===== config.mk =====
export PLATFORM = sky130hd
export DESIGN_NAME = data_memory_access_unit_flat
export DESIGN_NICKNAME = d
export VERILOG_FILES = /design/src/rtl/data_memory_access_unit_if.sv /design/src/rtl/data_memory_access_unit.sv /design/src/flat_wrapper.sv
export SDC_FILE = /design/constraint.sdc
export NUM_CORES = 1
export LEC_CHECK = 0
export CAP_MARGIN = 30
export CORE_MARGIN = 2
export CORE_UTILIZATION = 44
export DETAILED_ROUTE_END_ITERATION = 8
export MAX_ROUTING_LAYER = met4
export PLACE_DENSITY = 0.75
export REMOVE_ABC_BUFFERS = 1
export SLEW_MARGIN = 10
export SYNTH_ARGS = -nofsm -noshare
export SYNTH_HDL_FRONTEND = slang
export SYNTH_SLANG_ARGS = --single-unit

===== constraint.sdc =====
create_clock -name Clock -period 1.6 [get_ports Clock]
set_input_delay 0.16 -clock Clock [delete_from_list [all_inputs] [get_ports Clock]]
set_output_delay 0.16 -clock Clock [all_outputs]
set_load 0.03 [all_outputs]

===== src/rtl/data_memory_access_unit_if.sv =====
// -----------------------------------------------------------------------------
// data_memory_access_unit_if
// Bundles the pipeline request/response handshake and the data-memory pins of
// the MEM-stage access unit.
//   Request  : ReqValid, ReqReady, ReqWrite, ReqSize, ReqSigned, ReqAddress,
//              ReqWriteData
//   Response : RespValid, RespData, MisalignedError, Stall
//   Memory   : MemAddress, MemWriteData, MemRead, MemWrite, MemReadData
// Modports:
//   slave  - the access unit (consumes requests, drives the memory pins)
//   master - the pipeline / memory environment around it
// -----------------------------------------------------------------------------
interface data_memory_access_unit_if #(
    parameter int DATA_WIDTH    = 32,
    parameter int ADDRESS_WIDTH = 6
);
    logic                     ReqValid;
    logic                     ReqReady;
    logic                     ReqWrite;
    logic [1:0]               ReqSize;
    logic                     ReqSigned;
    logic [ADDRESS_WIDTH+1:0] ReqAddress;
    logic [DATA_WIDTH-1:0]    ReqWriteData;
    logic                     RespValid;
    logic [DATA_WIDTH-1:0]    RespData;
    logic                     MisalignedError;
    logic                     Stall;
    logic [ADDRESS_WIDTH-1:0] MemAddress;
    logic [DATA_WIDTH-1:0]    MemWriteData;
    logic                     MemRead;
    logic                     MemWrite;
    logic [DATA_WIDTH-1:0]    MemReadData;

    modport slave (
        input  ReqValid, ReqWrite, ReqSize, ReqSigned, ReqAddress, ReqWriteData,
        input  MemReadData,
        output ReqReady, RespValid, RespData, MisalignedError, Stall,
        output MemAddress, MemWriteData, MemRead, MemWrite
    );

    modport master (
        output ReqValid, ReqWrite, ReqSize, ReqSigned, ReqAddress, ReqWriteData,
        output MemReadData,
        input  ReqReady, RespValid, RespData, MisalignedError, Stall,
        input  MemAddress, MemWriteData, MemRead, MemWrite
    );
endinterface


===== src/rtl/data_memory_access_unit.sv =====
// -----------------------------------------------------------------------------
// data_memory_access_unit
// MEM-stage initiator for a word-organised data memory. Accepts load/store
// requests, checks alignment, performs word stores directly, sub-word stores by
// read-modify-write, and returns sign/zero-extended load data.
// Ports:
//   Clock  - single clock, all state on posedge
//   Reset  - synchronous, active-high
//   bus    - data_memory_access_unit_if.slave (request, response, memory pins)
// Memory contract: MemRead in cycle N -> MemReadData valid in cycle N+1;
// MemWrite commits at the negedge of the cycle it is high.
// -----------------------------------------------------------------------------
module data_memory_access_unit #(
    parameter int DATA_WIDTH    = 32,
    parameter int ADDRESS_WIDTH = 6
) (
    input  logic                           Clock,
    input  logic                           Reset,
    data_memory_access_unit_if.slave       bus
);

    typedef enum logic [3:0] {
        S_IDLE      = 4'd0,
        S_ERR       = 4'd1,
        S_WRITE     = 4'd2,
        S_READ      = 4'd3,
        S_CAPTURE   = 4'd4,
        S_RESP      = 4'd5,
        S_RMW_READ  = 4'd6,
        S_RMW_MERGE = 4'd7,
        S_RMW_WRITE = 4'd8
    } state_e;

    state_e                   state_q, state_d;
    logic [1:0]               size_q, size_d;
    logic                     signed_q, signed_d;
    logic [1:0]               offset_q, offset_d;
    logic [DATA_WIDTH-1:0]    wdata_q, wdata_d;
    logic                     resp_valid_q, resp_valid_d;
    logic [DATA_WIDTH-1:0]    resp_data_q, resp_data_d;
    logic                     mis_err_q, mis_err_d;
    logic [ADDRESS_WIDTH-1:0] mem_addr_q, mem_addr_d;
    logic [DATA_WIDTH-1:0]    mem_wdata_q, mem_wdata_d;
    logic                     mem_read_q, mem_read_d;
    logic                     mem_write_q, mem_write_d;

    // Size 11 is never legal; halves need an even address, words a multiple of 4.
    function automatic logic is_misaligned(input logic [1:0] size, input logic [1:0] off);
        logic r;
        case (size)
            2'b00:   r = 1'b0;
            2'b01:   r = off[0];
            2'b10:   r = (off != 2'b00);
            default: r = 1'b1;
        endcase
        return r;
    endfunction

    // Pull the addressed little-endian lane out of a word and extend it.
    function automatic logic [DATA_WIDTH-1:0] extract_lane(
        input logic [DATA_WIDTH-1:0] word, input logic [1:0] size,
        input logic sgn, input logic [1:0] off);
        logic [DATA_WIDTH-1:0] sh;
        logic [DATA_WIDTH-1:0] r;
        sh = word >> {off, 3'b000};
        case (size)
            2'b00:   r = {{24{sgn & sh[7]}}, sh[7:0]};
            2'b01:   r = {{16{sgn & sh[15]}}, sh[15:0]};
            2'b10:   r = word;
            default: r = 32'h0000_0000;
        endcase
        return r;
    endfunction

    // Replace only the addressed lane; every other bit of the old word survives.
    function automatic logic [DATA_WIDTH-1:0] merge_lane(
        input logic [DATA_WIDTH-1:0] word, input logic [DATA_WIDTH-1:0] wdata,
        input logic [1:0] size, input logic [1:0] off);
        logic [DATA_WIDTH-1:0] mask;
        logic [DATA_WIDTH-1:0] ins;
        case (size)
            2'b00: begin
                mask = 32'h0000_00FF << {off, 3'b000};
                ins  = {24'h00_0000, wdata[7:0]} << {off, 3'b000};
            end
            2'b01: begin
                mask = 32'h0000_FFFF << {off, 3'b000};
                ins  = {16'h0000, wdata[15:0]} << {off, 3'b000};
            end
            default: begin
                mask = 32'hFFFF_FFFF;
                ins  = wdata;
            end
        endcase
        return (word & ~mask) | (ins & mask);
    endfunction

    // Next-state and next-output logic; pulses default low every cycle.
    always_comb begin
        state_d      = state_q;
        size_d       = size_q;
        signed_d     = signed_q;
        offset_d     = offset_q;
        wdata_d      = wdata_q;
        resp_valid_d = 1'b0;
        resp_data_d  = 32'h0000_0000;
        mis_err_d    = 1'b0;
        mem_addr_d   = mem_addr_q;
        mem_wdata_d  = mem_wdata_q;
        mem_read_d   = 1'b0;
        mem_write_d  = 1'b0;
        case (state_q)
            S_IDLE: begin
                if (bus.ReqValid) begin
                    size_d   = bus.ReqSize;
                    signed_d = bus.ReqSigned;
                    offset_d = bus.ReqAddress[1:0];
                    wdata_d  = bus.ReqWriteData;
                    if (is_misaligned(bus.ReqSize, bus.ReqAddress[1:0])) begin
                        state_d      = S_ERR;
                        resp_valid_d = 1'b1;
                        mis_err_d    = 1'b1;
                    end else begin
                        mem_addr_d = bus.ReqAddress[ADDRESS_WIDTH+1:2];
                        if (bus.ReqWrite && (bus.ReqSize == 2'b10)) begin
                            state_d      = S_WRITE;
                            mem_write_d  = 1'b1;
                            mem_wdata_d  = bus.ReqWriteData;
                            resp_valid_d = 1'b1;
                        end else if (bus.ReqWrite) begin
                            state_d    = S_RMW_READ;
                            mem_read_d = 1'b1;
                        end else begin
                            state_d    = S_READ;
                            mem_read_d = 1'b1;
                        end
                    end
                end else begin
                    state_d = S_IDLE;
                end
            end
            S_READ:      state_d = S_CAPTURE;
            S_CAPTURE: begin
                // MemReadData is valid this cycle (strobe was in READ).
                resp_data_d  = extract_lane(bus.MemReadData, size_q, signed_q, offset_q);
                resp_valid_d = 1'b1;
                state_d      = S_RESP;
            end
            S_RMW_READ:  state_d = S_RMW_MERGE;
            S_RMW_MERGE: begin
                mem_wdata_d  = merge_lane(bus.MemReadData, wdata_q, size_q, offset_q);
                mem_write_d  = 1'b1;
                resp_valid_d = 1'b1;
                state_d      = S_RMW_WRITE;
            end
            S_ERR, S_WRITE, S_RESP, S_RMW_WRITE: state_d = S_IDLE;
            default:     state_d = S_IDLE;
        endcase
    end

    // State and registered outputs; Reset aborts any access in flight.
    always_ff @(posedge Clock) begin
        if (Reset) begin
            state_q      <= S_IDLE;
            size_q       <= 2'b00;
            signed_q     <= 1'b0;
            offset_q     <= 2'b00;
            wdata_q      <= 32'h0000_0000;
            resp_valid_q <= 1'b0;
            resp_data_q  <= 32'h0000_0000;
            mis_err_q    <= 1'b0;
            mem_addr_q   <= '0;
            mem_wdata_q  <= 32'h0000_0000;
            mem_read_q   <= 1'b0;
            mem_write_q  <= 1'b0;
        end else begin
            state_q      <= state_d;
            size_q       <= size_d;
            signed_q     <= signed_d;
            offset_q     <= offset_d;
            wdata_q      <= wdata_d;
            resp_valid_q <= resp_valid_d;
            resp_data_q  <= resp_data_d;
            mis_err_q    <= mis_err_d;
            mem_addr_q   <= mem_addr_d;
            mem_wdata_q  <= mem_wdata_d;
            mem_read_q   <= mem_read_d;
            mem_write_q  <= mem_write_d;
        end
    end

    assign bus.ReqReady        = (state_q == S_IDLE) && !Reset;
    assign bus.Stall           = bus.ReqValid && !resp_valid_q;
    assign bus.RespValid       = resp_valid_q;
    assign bus.RespData        = resp_data_q;
    assign bus.MisalignedError = mis_err_q;
    assign bus.MemAddress      = mem_addr_q;
    assign bus.MemWriteData    = mem_wdata_q;
    assign bus.MemRead         = mem_read_q;
    assign bus.MemWrite        = mem_write_q;

endmodule


===== src/flat_wrapper.sv =====
// flat-port wrapper written by rule: the top's interface ports become plain ports
module data_memory_access_unit_flat 
#(
    parameter int DATA_WIDTH    = 32,
    parameter int ADDRESS_WIDTH = 6
)
  (Clock, Reset, bus_ReqValid, bus_ReqWrite, bus_ReqSize, bus_ReqSigned, bus_ReqAddress, bus_ReqWriteData, bus_MemReadData, bus_ReqReady, bus_RespValid, bus_RespData, bus_MisalignedError, bus_Stall, bus_MemAddress, bus_MemWriteData, bus_MemRead, bus_MemWrite);
  data_memory_access_unit_if #(.DATA_WIDTH(DATA_WIDTH), .ADDRESS_WIDTH(ADDRESS_WIDTH)) bus_i ();
  input  logic Clock;
  input  logic Reset;
  input wire logic [$bits(bus_i.ReqValid)-1:0] bus_ReqValid;
  input wire logic [$bits(bus_i.ReqWrite)-1:0] bus_ReqWrite;
  input wire logic [$bits(bus_i.ReqSize)-1:0] bus_ReqSize;
  input wire logic [$bits(bus_i.ReqSigned)-1:0] bus_ReqSigned;
  input wire logic [$bits(bus_i.ReqAddress)-1:0] bus_ReqAddress;
  input wire logic [$bits(bus_i.ReqWriteData)-1:0] bus_ReqWriteData;
  input wire logic [$bits(bus_i.MemReadData)-1:0] bus_MemReadData;
  output wire logic [$bits(bus_i.ReqReady)-1:0] bus_ReqReady;
  output wire logic [$bits(bus_i.RespValid)-1:0] bus_RespValid;
  output wire logic [$bits(bus_i.RespData)-1:0] bus_RespData;
  output wire logic [$bits(bus_i.MisalignedError)-1:0] bus_MisalignedError;
  output wire logic [$bits(bus_i.Stall)-1:0] bus_Stall;
  output wire logic [$bits(bus_i.MemAddress)-1:0] bus_MemAddress;
  output wire logic [$bits(bus_i.MemWriteData)-1:0] bus_MemWriteData;
  output wire logic [$bits(bus_i.MemRead)-1:0] bus_MemRead;
  output wire logic [$bits(bus_i.MemWrite)-1:0] bus_MemWrite;
  assign bus_i.ReqValid = bus_ReqValid;
  assign bus_i.ReqWrite = bus_ReqWrite;
  assign bus_i.ReqSize = bus_ReqSize;
  assign bus_i.ReqSigned = bus_ReqSigned;
  assign bus_i.ReqAddress = bus_ReqAddress;
  assign bus_i.ReqWriteData = bus_ReqWriteData;
  assign bus_i.MemReadData = bus_MemReadData;
  assign bus_ReqReady = bus_i.ReqReady;
  assign bus_RespValid = bus_i.RespValid;
  assign bus_RespData = bus_i.RespData;
  assign bus_MisalignedError = bus_i.MisalignedError;
  assign bus_Stall = bus_i.Stall;
  assign bus_MemAddress = bus_i.MemAddress;
  assign bus_MemWriteData = bus_i.MemWriteData;
  assign bus_MemRead = bus_i.MemRead;
  assign bus_MemWrite = bus_i.MemWrite;
  data_memory_access_unit #(.DATA_WIDTH(DATA_WIDTH), .ADDRESS_WIDTH(ADDRESS_WIDTH)) u_core (.Clock(Clock), .Reset(Reset), .bus(bus_i));
endmodule

==> impl_results.rst <==
.. list-table::
   :header-rows: 1

   * - Metric
     - Value
   * - Critical Path Source Type
     - flop
   * - Final WS setup
     - -0.1297 ns
   * - Violations in the final reports
     - setup timing
   * - Worst-path cell chain
     - or2_1 -> or3_4 -> nor4b_4 -> buf_4 -> a21o_1
   * - Die Span Y
     - 116.5 microns
   * - Number of global-route vias before repair
     - 6,167
   * - Worst R2R Path Depth
     - 5
   * - Fill count
     - 920
   * - Count of flip-flops with a built-in enable after synthesis
     - 0
   * - Leading cell type in the layout, fill and taps excluded
     - dfxtp_1
   * - Final setup TNS
     - -2.834 ns
   * - Cell leakage power
     - 4.259 nW
   * - Synthesized cell area
     - 0.005567 sq mm
   * - Number of clock sinks
     - 115
   * - Final Hold Viols
     - 0
   * - Number of storage elements in the synthesis netlist
     - approximately 120
   * - Status
     - finished with violations
   * - Cell count after synthesis
     - between 600 and 700
   * - Total wire length
     - ~23,000 microns
   * - Min-delay worst type
     - in2reg
   * - Proportion of power drawn by the clock network
     - 46.1%
   * - Initial core utilization
     - 44.66%
   * - Fraction of power consumed by combinational cells
     - 19.4%
   * - Final setup violation count
     - 43
   * - Switching Power
     - 2.369 mW
   * - Critical path data required time
     - between 1.5 and 2 ns
   * - Area growth from synthesis to final layout
     - 65.57%
   * - Worst hold slack across all endpoints
     - 0.2736 ns
   * - Average wire per cell in the routed design
     - around 21 microns
   * - Total placed cells including tap cells
     - 1,013
   * - DP HPWL
     - 14,370 microns
   * - Slowest-stage cell, CP
     - or3_4
   * - Number of H-tree branching levels
     - 4
   * - Wire length of the first global-routing pass
     - 32,490 microns
   * - CTS Buf Count
     - 17
   * - Arrival time at the worst endpoint
     - 2.09 ns
   * - Synthesized area divided by synthesized cell count
     - 8.434 sq um
   * - Detailed-route DRC error count
     - 0
   * - Worst setup path class
     - reg2reg
   * - Maximum clock rate
     - between 0.5 and 0.6 GHz
   * - Master cell of the clock root buffer
     - clkbuf_16
   * - Maximum vdd ir drop
     - around 0.59 mV
   * - Pin slew with the least headroom to its limit
     - 0.4811 ns
   * - Router iterations before antenna repair
     - 5
   * - Count of inserted antenna diode cells
     - 0
   * - NumNets Final
     - approximately 970
   * - Via density
     - 5.951
   * - Filler-free cell count of the finished design
     - 1,072
   * - Initial DRC count
     - about 580
   * - Worst-case clock skew
     - 0.01251 ns
   * - Largest area contributor in the netlist
     - dfxtp_1
   * - Die Footprint
     - 0.01357 sq mm
   * - Antenna violations before repair
     - 0
   * - Boundary pin count
     - 155
   * - Post-synth top area share
     - 41.36%
   * - Sequential share of power
     - 34.5%
   * - Internal Dissipation
     - 6.534 mW
   * - Post-route ant nets
     - 0
   * - Grt peak-use layer
     - met2
   * - Clock tree from TritonCTS
     - done
   * - Routed via count
     - 6,380
   * - Bufs and invs on worst path
     - 1
   * - Synth warn
     - 0
   * - Hold Crit Depth
     - 3
   * - Final period demand of the worst path
     - 1.730 ns
   * - Share of post-route cells with drive strength above 1
     - about a quarter
   * - Reg area
     - 0.002315 sq mm
   * - Count of input and output buffers
     - 154
   * - Met2 demand-to-capacity share in global routing
     - 50.04%
   * - Setup Slack @ Placement
     - -0.4007 ns
   * - Primary flip-flop cell chosen by synthesis mapping
     - dfxtp_1
   * - Core box area
     - 0.01247 sq mm
   * - Cell family with the largest share of critical-path delay
     - simple AND/OR/NAND/NOR gates
   * - Top post-synthesis cells by area
     - dfxtp_1 41%, a21oi_1 6.6%, nand2_1 5.8%
   * - Net Sw Frac
     - 26.61%
   * - Proportion of synthesized chip area in sequential cells
     - 41.36%
   * - Most used cells in the layout excluding fill and tap cells
     - 109 x dfxtp_1, 108 x clkdlybuf4s50_1, 91 x buf_4
   * - Routability congestion estimate from global placement
     - just over 0.9
   * - Async S/R FF share, synth
     - 0%
   * - Post-layout total power
     - between 8 and 9 mW
   * - Clock transition time at the flip-flop clock pins of the worst setup and hold paths
     - ~0.060 ns
   * - Total area of multi-input combinational cells
     - 0.003301 sq mm
   * - Critical path's largest stage delay
     - 0.43 ns
   * - Slew headroom
     - 67.89%
   * - Total number of placement rows
     - 41
   * - Endpoint class of the critical path
     - flop
   * - All-layer global routing usage
     - 32.35%
   * - Count of pins over their slew limit
     - 0
   * - Pwr Density
     - 966.0 mW/mm^2
   * - Buffer depth of the longest clock path
     - 2
   * - Largest net degree at the start of global routing
     - 40
   * - Worst path depth
     - 5
   * - Crit Path Max Fanout
     - 7
   * - Chip width
     - around 120 microns
   * - Final worst path period share
     - 108.1%
   * - Met1 Use GR
     - 40.52%
   * - Later-pin clock latency in the skew report
     - 0.43 ns
   * - RSZ-0062 raised after global routing
     - true
   * - Distinct cell type count of the synthesized netlist
     - 53
   * - Met3 routing resource usage after global routing
     - 7.577%
   * - Number of max-cap violations
     - 0
   * - Residual overflow from global routing
     - 0
-- layer usage --
| layer | part of all wire (%) | vias up |
|---|---|---|
| li1 | - | 2891 |
| met1 | 41 | 3069 |
| met2 | 47 | 348 |
| met3 | 8.2 | 72 |
| met4 | 3.5 | 0 |
| met5 | 0 | - |
-- registers in the layout, summed over array words and instances, names as in the netlist --
signal and count:
u_core.bus.MemAddress 6, u_core.bus.MemRead 1, u_core.bus.MemWrite 1, u_core.bus.MemWriteData 32
u_core.bus.MisalignedError 1, u_core.bus.RespData 32, u_core.bus.RespValid 1, u_core.offset_q 2
u_core.signed_q 1, u_core.size_q 2, u_core.state_q 4, u_core.wdata_q 32
-- stage by stage --
stage	cell area, sq um	util (%)
after floorplan	5295	-
after global placement	7801	62.58
after detailed placement	7801	62.58
after CTS	8630	69.23
after global routing	9216	73.93
final	9216	73.93
-- Yosys cell counts (2+ instances only) --
library cell,number
o2bb2ai_1,9
buf_6,2
nand3b_1,8
mux2_2,8
a211o_1,8
nand4_1,18
buf_2,10
o311ai_0,8
o22ai_1,9
o41ai_1,8
nor4_1,2
o31ai_1,16
a22oi_1,15
nor2b_1,7
nand2_1,86
clkbuf_1,45
and3_1,9
a221o_1,8
and2_1,11
a22o_1,6
a21o_1,18
o21ai_0,33
a21oi_1,73
buf_1,6
or3_1,9
nand2b_1,13
inv_1,4
mux2i_1,26
nor3_1,13
nor2_1,28
dfxtp_1,115
a221oi_1,8
-- cell type report --
type / count / area share [%]
clock buffer: 20 / 5.064
sequential: 115 / 25.12
timing repair buffer: 271 / 29.45
multi-input combinational: 477 / 35.81
inverter: 5 / 0.2851
clock inverter: 12 / 1.941
tap: 172 / 2.335
-- worst reg2reg max path, stage by stage, from the launching register on --
cell     delay (ns)
dfxtp_2        0.33
or2_1          0.24
or3_4          0.43
nor4b_4        0.35
buf_4          0.22
a21o_1         0.10
-- power by group through the flow --
stage	registers [mW]	logic, mW	clock network (mW)
final	3.07	1.73	4.11
after global routing	3.08	1.82	4.26
after CTS	3.06	1.45	4.13
after detailed placement	3.12	1.40	0
after global placement	3.12	1.37	0
after floorplan	3.19	0.540	0
-- path summary, 6_finish.rpt --
check / slack [ns] / endpoint / startpoint
max: -0.13 / u_core.bus.RespData[28]$_SDFF_PP0_ / u_core.state_q[1]$_SDFF_PP0_
min reg2reg: 0.45 / u_core.wdata_q[25]$_SDFFE_PP0P_ / u_core.wdata_q[25]$_SDFFE_PP0P_
min: 0.27 / u_core.wdata_q[17]$_SDFFE_PP0P_ / Reset
max reg2reg: -0.13 / u_core.bus.RespData[28]$_SDFF_PP0_ / u_core.state_q[1]$_SDFF_PP0_
-- repair_timing --
item / CTS / global route
pin swaps: 7 / 38
resized for setup: 52 / 124
setup endpoints to repair: 88 / 125
cloned: 4 / 6
hold buffers: 0 / 0
buffers inserted: 5 / 13
-- kinds of logic after synthesis --
group	after synthesis	synth area share [%]
AO/OA/AOI/OAI	230	27.74
flip-flops	115	41.36
multiplexers	35	6.698
buffers and inverters	69	5.215
AND/OR/NAND/NOR	211	18.99
Power figures use the tool's default switching activity.
